`src/rtl/lock_pkg.sv`:
```
// lock_pkg: shared definitions for the lock attempt limiter.
//   state_t      - limiter states (ARMED, LOCKOUT)
//   FAIL_W       - fail counter / attempts_left width
//   SEC_W        - seconds down-counter width
//   tick_width() - prescaler width for a given ticks-per-second, minimum 1
package lock_pkg;

    typedef enum logic {
        ARMED   = 1'b0,
        LOCKOUT = 1'b1
    } state_t;

    localparam int FAIL_W = 4;
    localparam int SEC_W  = 7;

    function automatic int tick_width(input int ticks);
        return (ticks > 1) ? $clog2(ticks) : 1;
    endfunction

endpackage

```
`src/rtl/lockout_timer.sv`:
```
// lockout_timer: tick prescaler plus seconds down-counter for the lockout,
// with binary-to-BCD conversion of the remaining seconds.
//   i_clk      - system clock
//   i_rst_n    - asynchronous active-low reset
//   i_load     - load LOCKOUT_SECONDS and clear the prescaler
//   o_done     - one-cycle pulse on the wrap that takes seconds from 1 to 0
//   o_seconds  - seconds remaining (0 when idle)
//   o_bcd      - [7:4] tens, [3:0] units of o_seconds
module lockout_timer
    import lock_pkg::*;
#(
    parameter int TICKS_PER_SECOND = 50_000_000,
    parameter int LOCKOUT_SECONDS  = 30
) (
    input  logic             i_clk,
    input  logic             i_rst_n,
    input  logic             i_load,
    output logic             o_done,
    output logic [SEC_W-1:0] o_seconds,
    output logic [7:0]       o_bcd
);

    localparam int TW = tick_width(TICKS_PER_SECOND);

    logic [TW-1:0]    r_tick;
    logic [SEC_W-1:0] r_seconds;
    logic             w_running;
    logic             w_wrap;
    logic [SEC_W-1:0] w_tens;
    logic [SEC_W-1:0] w_units;

    // The counter is idle whenever seconds is zero, so no separate enable.
    assign w_running = (r_seconds != '0);
    assign w_wrap    = w_running && (r_tick == TW'(TICKS_PER_SECOND - 1));
    assign o_done    = w_wrap && (r_seconds == SEC_W'(1));

    always_ff @(posedge i_clk or negedge i_rst_n) begin
        if (!i_rst_n) begin
            r_tick    <= '0;
            r_seconds <= '0;
        end else if (i_load) begin
            r_tick    <= '0;
            r_seconds <= SEC_W'(LOCKOUT_SECONDS);
        end else if (w_wrap) begin
            r_tick    <= '0;
            r_seconds <= r_seconds - SEC_W'(1);
        end else if (w_running) begin
            r_tick    <= r_tick + TW'(1);
        end
    end

    // Seconds never exceed 99, so both digits fit in 4 bits.
    assign w_tens    = r_seconds / SEC_W'(10);
    assign w_units   = r_seconds % SEC_W'(10);
    assign o_seconds = r_seconds;
    assign o_bcd     = {w_tens[3:0], w_units[3:0]};

endmodule

```
`src/rtl/lock_attempt_limiter.sv`:
```
// lock_attempt_limiter: brute-force guard between the key filter and the
// lock FSM. Counts consecutive failed attempts and blocks keys for a timed
// lockout after MAX_ATTEMPTS failures.
//   i_clk             - system clock
//   i_rst_n           - asynchronous active-low reset
//   i_key_in[3:0]     - one-cycle key pulses from the key filter
//   i_error_flag      - FSM error level, rising edge = failed attempt
//   i_lock_flag       - FSM locked level, falling edge = successful unlock
//   o_key_out[3:0]    - registered, gated key pulses to the FSM
//   o_lockout         - high while locked out
//   o_attempts_left   - MAX_ATTEMPTS minus current fail count
//   o_countdown_bcd   - BCD seconds remaining, 0x00 when armed
//
// state   | meaning
// ARMED   | keys pass through, failed attempts are counted
// LOCKOUT | keys blocked, countdown running, edges ignored
module lock_attempt_limiter
    import lock_pkg::*;
#(
    parameter int MAX_ATTEMPTS     = 3,
    parameter int TICKS_PER_SECOND = 50_000_000,
    parameter int LOCKOUT_SECONDS  = 30
) (
    input  logic              i_clk,
    input  logic              i_rst_n,
    input  logic [3:0]        i_key_in,
    input  logic              i_error_flag,
    input  logic              i_lock_flag,
    output logic [3:0]        o_key_out,
    output logic              o_lockout,
    output logic [FAIL_W-1:0] o_attempts_left,
    output logic [7:0]        o_countdown_bcd
);

    state_t            r_state;
    state_t            w_next_state;
    logic [FAIL_W-1:0] r_fail_count;
    logic [FAIL_W-1:0] w_fail_count_nxt;
    logic              r_error_prev;
    logic              r_lock_prev;
    logic [3:0]        r_key_out;
    logic              w_fail_edge;
    logic              w_unlock_edge;
    logic              w_enter;
    logic              w_done;
    logic [SEC_W-1:0]  w_seconds;
    logic [7:0]        w_bcd;

    assign w_fail_edge   = i_error_flag & ~r_error_prev;
    assign w_unlock_edge = ~i_lock_flag & r_lock_prev;

    lockout_timer #(
        .TICKS_PER_SECOND (TICKS_PER_SECOND),
        .LOCKOUT_SECONDS  (LOCKOUT_SECONDS)
    ) u_timer (
        .i_clk     (i_clk),
        .i_rst_n   (i_rst_n),
        .i_load    (w_enter),
        .o_done    (w_done),
        .o_seconds (w_seconds),
        .o_bcd     (w_bcd)
    );

    always_comb begin
        w_next_state     = r_state;
        w_fail_count_nxt = r_fail_count;
        w_enter          = 1'b0;
        case (r_state)
            ARMED: begin
                // Unlock takes priority over a simultaneous failure.
                if (w_unlock_edge) begin
                    w_fail_count_nxt = '0;
                end else if (w_fail_edge) begin
                    if (r_fail_count == FAIL_W'(MAX_ATTEMPTS - 1)) begin
                        w_fail_count_nxt = '0;
                        w_enter          = 1'b1;
                        w_next_state     = LOCKOUT;
                    end else begin
                        w_fail_count_nxt = r_fail_count + FAIL_W'(1);
                    end
                end
            end
            LOCKOUT: begin
                if (w_done) begin
                    w_next_state = ARMED;
                end
            end
            default: w_next_state = ARMED;
        endcase
    end

    always_ff @(posedge i_clk or negedge i_rst_n) begin
        if (!i_rst_n) begin
            r_state      <= ARMED;
            r_fail_count <= '0;
            r_error_prev <= 1'b0;
            r_lock_prev  <= 1'b0;
            r_key_out    <= '0;
        end else begin
            r_state      <= w_next_state;
            r_fail_count <= w_fail_count_nxt;
            r_error_prev <= i_error_flag;
            r_lock_prev  <= i_lock_flag;
            // The key sampled on the lockout-entry cycle is already blocked.
            r_key_out    <= (r_state == ARMED && !w_enter) ? i_key_in : 4'h0;
        end
    end

    assign o_key_out       = r_key_out;
    assign o_lockout       = (r_state == LOCKOUT);
    assign o_attempts_left = FAIL_W'(MAX_ATTEMPTS) - r_fail_count;
    assign o_countdown_bcd = (r_state == LOCKOUT) ? w_bcd : 8'h00;

endmodule

```
`config.mk`:
```
export PLATFORM = sky130hd
export DESIGN_NAME = lock_attempt_limiter
export DESIGN_NICKNAME = d
export VERILOG_FILES = /design/src/rtl/lock_pkg.sv /design/src/rtl/lockout_timer.sv /design/src/rtl/lock_attempt_limiter.sv
export SDC_FILE = /design/constraint.sdc
export NUM_CORES = 1
export LEC_CHECK = 0
export ABC_AREA = 0
export BUFFER_PORTS_ARGS = -buffer_cell sky130_fd_sc_hd__buf_2
export CAP_MARGIN = 10
export CORE_UTILIZATION = 45
export CTS_CLUSTER_SIZE = 12
export DETAILED_ROUTE_END_ITERATION = 8
export GPL_TIMING_DRIVEN = 0
export PLACE_DENSITY = 0.71
export SLEW_MARGIN = 20
export SYNTH_ARGS = -nofsm -noshare
export SYNTH_HDL_FRONTEND = slang
export SYNTH_HIERARCHICAL = 1
export SYNTH_SLANG_ARGS = --single-unit
```
`constraint.sdc`:
```
create_clock -name i_clk -period 3.6 [get_ports i_clk]
set_input_delay 0.9 -clock i_clk [delete_from_list [all_inputs] [get_ports i_clk]]
set_output_delay 0.9 -clock i_clk [all_outputs]
set_load 0.01 [all_outputs]
```
==> flow_summary.yaml, run 1 <==
sta:
  finalHoldViolations: 0
  fin_crit_ns: 3.796
  layout_setup_ws_ns: -0.1963
  whs_ns: 0.5312
  finClkSkew_ns: 0.009125
  slew_headroom_pct: 61.51
  drv_slew: 0
  setup_violations: 3
  max_freq_mhz: 263.4
  min_period_over_period_pct: 105.5
  worst_slew_pin_slew_ns: 0.5742
  rsz0062_at_grt: "true"
  tns_ns: -0.5049
die:
  die_width_um: 82.21
  die_area_mm2: 0.006758
  io_pins: 25
  start_util_pct: 47.77
  row_count: 28
  core_area_mm2: 0.006061
  die_h_um: 82.21
status:
  status: "finished, violations left"
  violations: "setup timing"
layout:
  layout.cells.non_filler: 438
  drive_gt1_share_pct: 25.07
  num-fill-cells: 549
  synthToLayoutAreaGrowth_pct: 18.58
  final_cell_mix: "nor2_1, dfrtp_1, buf_2, xnor2_1, buf_4"
  num-nets-final: 379
  final_common_cell: "nor2_1"
  num_antenna_cells: 0
global_routing:
  first_global_vias: 2354
  overflow: 0
  grt_max_degree: 45
  grtUsageTotal_pct: 20.79
  grt_pass1_wl_um: 10810
  antenna_found_initial: 0
detailed_routing:
  wl_um: 6372
  avgRoutedWirePerCell_um: 14.55
  drtIter0Drc: 215
  first_pass_iters: 4
  num_vias: 2454
  via_per_inst: 5.603
  route.detailed.drc: 0
  ant_nets: 0
critical_path:
  startpoint: "u_timer/o_seconds[2]"
  path_max_fanout: 4
  end_kind: "output port"
  critPathRequiredTime_ns: 2.70
  cp-start-kind: "flop"
  r2r-start: "r_fail_count[2]"
  critPathArrivalTime_ns: 2.90
  criticalPathCategory: "flop to output port"
  rrSetupSlack_ns: 0.92
synth:
  synth_nets: 331
  avgSynthCellArea_um2: 9.221
  synthCells: 314
  syn_area_mm2: 0.002895
  yosys_warnings: 6
place:
  dp_hpwl_um: 4294
  gp_congestion: 0.8351
  placed_cells: 413
  portBuffers: 24
  place_ws_ns: -0.4270
clock_network:
  clock_latency_ns: 0.29
  numCtsBuffers: 5
  cts.path.max_buffers: 2
  cts_tree: "done"
  clk_pin_slew_ns: 0.08
  htreeDepth: 2
  clock-sinks: 44
  cts_root_buf: "clkbuf_8"
worst_hold_path:
  hp-start: "r_fail_count[0]"
  hp-class: "flop to flop"
pwr:
  cellLeakagePower_nw: 1.502
  pwr_density_cell_mw_per_mm2: 799.5
  vdd_ir_drop_max_mv: 0.5793
job:
  drv_cap: 0
-- layout make-up --
cell class              instances  area [um2]  area share, %
repair buffers                 43       265.3          7.726
inverters                      12       47.55          1.385
multi-input cells             240        1737          50.58
plain buffers                  16       102.6          2.988
flip-flops and latches         44        1102          32.11
well taps                      75       93.84          2.733
clock inverters                 1       8.758         0.2551
clock buffers                   7       76.32          2.223
-- state kept, by name, indices dropped and copies added (netlist names) --
name	count
o_key_out	4
o_lockout	1
r_error_prev	1
r_fail_count	4
r_lock_prev	1
u_timer/o_seconds	7
u_timer/r_tick	26
-- where the power goes --
part / switching (mW) / total, mW / internal [mW]
registers: 0.117 / 0.725 / 0.608
logic: 0.861 / 1.72 / 0.862
clock network: 0.158 / 0.297 / 0.139
-- metal layers --
layer | vias up | track usage (%) | wire [um]
met2 | 74 | 33.06 | 3043
met4 | 0 | 7.368 | 96
li1 | 1199 | - | -
met3 | 16 | 3.407 | 277
met1 | 1165 | 28.59 | 2954
met5 | - | 0 | 0
-- stage by stage --
| step | power [mW] | utilization (%) | cell area (um2) |
|---|---|---|---|
| 5_1_grt | 2.965 | 56.65 | 3433 |
| 2_1_floorplan | 1.683 | - | 2898 |
| 3_3_place_gp | 1.990 | 51.34 | 3112 |
| 6_report | 2.745 | 56.65 | 3433 |
| 3_5_place_dp | 2.025 | 51.34 | 3112 |
| 4_1_cts | 2.632 | 55.86 | 3386 |
-- timing repair --
item | CTS | global route
hold buffers | 0 | 0
pin swaps | 6 | 3
setup endpoints to repair | 4 | 4
gates resized for setup | 25 | 6
setup buffers | 13 | 6
-- worst paths after layout --
check,cells past startpoint,endpoint
setup / recovery,14,o_countdown_bcd[1]
hold / removal,1,r_fail_count[0]
setup reg to reg,9,u_timer/r_tick[25]
hold reg to reg,1,r_fail_count[0]
max in group asynchronous,1,u_timer/o_seconds[4]
min in group asynchronous,1,o_key_out[0]
-- worst max-delay path: stages, from the launching register on --
cell and delay [ns]:
dfrtp_1 0.37, buf_6 0.13, nand2b_4 0.06, a21bo_4 0.22
a21oi_2 0.12, o211a_1 0.20, ha_4 0.17, nor2b_1 0.05
or4_1 0.41, o311a_1 0.18, o32ai_4 0.18, buf_4 0.17
xnor2_1 0.10, and2_1 0.12, buf_2 0.12
Power figures use the tool's default switching activity.
==> inputs of run 2 (changes only) <==
Settings changed: CORE_UTILIZATION 45 to 54, HOLD_SLACK_MARGIN set to 0.02, PLACE_DENSITY 0.71 to 0.82.
==> run 2 against run 1 <==
Net effect: the flow still finishes with violations (setup timing); count of clock-buffer cells in the layout shrank 2; largest power group unchanged; cell area shrank 0.18%; maximum frequency is 2.8% lower; cell count fell by 1.8%; critical path type unchanged; highest routed layer unchanged; setup slack got worse by 0.11 ns; clock power increased by 28%; wire length grew 8.2%; global-route usage increased by 5.3 points.
==> flow_summary.yaml, run 2 (synthesis results as in run 1) <==
status:
  status: "finished, violations left"
  violations: "setup timing"
layout:
  drive_gt1_share_pct: 24.72
  synthToLayoutAreaGrowth_pct: 18.37
  num-fill-cells: 411
  final_common_cell: "nor2_1"
  largest_register_ffs: 26
  final_cell_mix: "nor2_1, dfrtp_1, buf_2, xnor2_1, buf_4"
  largest-register: "u_timer/r_tick"
  num-nets-final: 376
  num_antenna_cells: 0
  layout.cells.non_filler: 430
clock_network:
  htreeDepth: 2
  clk_pin_slew_ns: 0.09
  clock_latency_ns: 0.30
  cts.path.max_buffers: 2
  cts_root_buf: "clkbuf_8"
  cts-hold-fix-buffers: 0
  cts_tree: "done"
  clock-sinks: 44
  numCtsBuffers: 5
die:
  die_h_um: 75.23
  die_width_um: 75.23
  die_area_mm2: 0.005659
  core_area_mm2: 0.005140
  start_util_pct: 56.33
  io_pins: 25
  row_count: 26
detailed_routing:
  first_pass_iters: 5
  avgRoutedWirePerCell_um: 16.03
  ant_nets: 0
  via_per_inst: 5.930
  route.detailed.drc: 0
  wl_um: 6892
  drtIter0Drc: 235
  num_vias: 2550
sta:
  layout_setup_ws_ns: -0.3045
  max_freq_mhz: 256.1
  tns_ns: -0.7439
  min_period_over_period_pct: 108.5
  rsz0062_at_grt: "true"
  worst_slew_pin_slew_ns: 0.9534
  finClkSkew_ns: 0.01463
  setup_violations: 3
  finalHoldViolations: 0
  drv_slew: 0
  fin_crit_ns: 3.905
  slew_headroom_pct: 36.44
place:
  gp_congestion: 0.8310
  dp_hpwl_um: 4212
  placed_cells: 408
  portBuffers: 24
global_routing:
  grt_pass1_wl_um: 11270
  first_global_vias: 2447
  overflow: 0
  antenna_found_initial: 0
  grt_max_degree: 45
  grtUsageTotal_pct: 26.11
pwr:
  netSwitchingFraction_pct: 41.61
  pwr_density_cell_mw_per_mm2: 820.2
  pwr-share-seq_pct: 26.2
  p_int_mw: 1.641
  power.switching_mw: 1.170
  combPwrFrac_pct: 60.3
  power.total_mw: 2.811
  cellLeakagePower_nw: 1.495
  pwr-share-clk_pct: 13.5
  vdd_ir_drop_max_mv: 0.8794
critical_path:
  critPathRequiredTime_ns: 2.70
  crit_slowest_cell: "or4_1"
  path_delay_family: "simple AND/OR/NAND/NOR gates"
  cpPeakStageDelay_ns: 0.51
  cp-start-kind: "flop"
  path_max_fanout: 4
  end_kind: "output port"
  critPathArrivalTime_ns: 3.00
  criticalPathCategory: "flop to output port"
  crit_buf_inv: 2
  worstPathCellList: "clkbuf_8 -> nor2b_4 -> xnor2_1 -> nand2_1 -> o211a_1 -> ha_4 -> nor2b_1 -> or4_1 -> o311a_1 -> o32ai_4 -> mux2i_1 -> and2_1 -> buf_2"
job:
  drv_cap: 0
worst_hold_path:
  hp-class: "flop to flop"
-- run 2: timing repair --
action	in CTS	in global routing
resized for setup	24	4
buffers inserted	13	3
endpoints found under the setup margin	4	4
pin swaps	5	4
-- run 2: final cells by class --
type	instances	area, um2	share of cell area [%]
sequential	44	1104	32.20
buffer	16	100.1	2.921
clock buffer	5	68.82	2.008
clock inverter	3	42.54	1.241
timing repair buffer	40	240.2	7.010
multi-input combinational	240	1737	50.68
tap	70	87.58	2.556
inverter	12	47.55	1.387
-- run 2: path summary, 6_finish.rpt --
check | start | cells after the start | slack (ns) | end
setup reg to reg | r_fail_count[2] | 9 | 0.91 | u_timer/r_tick[25]
hold / removal | r_fail_count[0] | 1 | 0.53 | r_fail_count[0]
max in group asynchronous | i_rst_n | 1 | 2.21 | u_timer/o_seconds[4]
hold reg to reg | r_fail_count[0] | 1 | 0.53 | r_fail_count[0]
min in group asynchronous | i_rst_n | 1 | 0.75 | u_timer/r_tick[23]
setup / recovery | u_timer/o_seconds[5] | 13 | -0.30 | o_countdown_bcd[2]
-- run 2: worst reg2reg max path, delay by kind of cell, from the launching register on --
family | cells | cell delay (ns)
simple gates | 5 | 1.37
buf+inv | 2 | 0.43
compound gates | 1 | 0.16
fa+ha+maj | 1 | 0.24
flops | 1 | 0.42
-- run 2: through the flow --
stage          area [um2]  setup slack [ns]  util (%)  hold WS, ns
5_1_grt              3427           -0.4270     66.67       0.5497
2_1_floorplan        2898           0.01880         -       0.4971
3_3_place_gp         3105           -0.2962     60.42       0.5209
6_report             3427           -0.3045     66.67       0.5318
4_1_cts              3402           -0.1860     66.19       0.5356
3_5_place_dp         3105           -0.3266     60.42       0.5232
-- run 2: routing by layer --
layer  wire [um]  part of all wire, %  GRT usage [%]
met1        2894                   42          35.45
met5           0                    0              0
met3         457                  6.6          4.284
met4         110                  1.6          8.025
met2        3430                   50          43.14
-- run 2: power by group through the flow --
stage                     clock network (mW)  registers, mW  logic, mW
after detailed placement                   0          0.723       1.27
after global placement                     0          0.719       1.24
after global routing                   0.401          0.748       1.84
final                                  0.379          0.735       1.70
after CTS                              0.381          0.722       1.55
after floorplan                            0          0.707      0.976
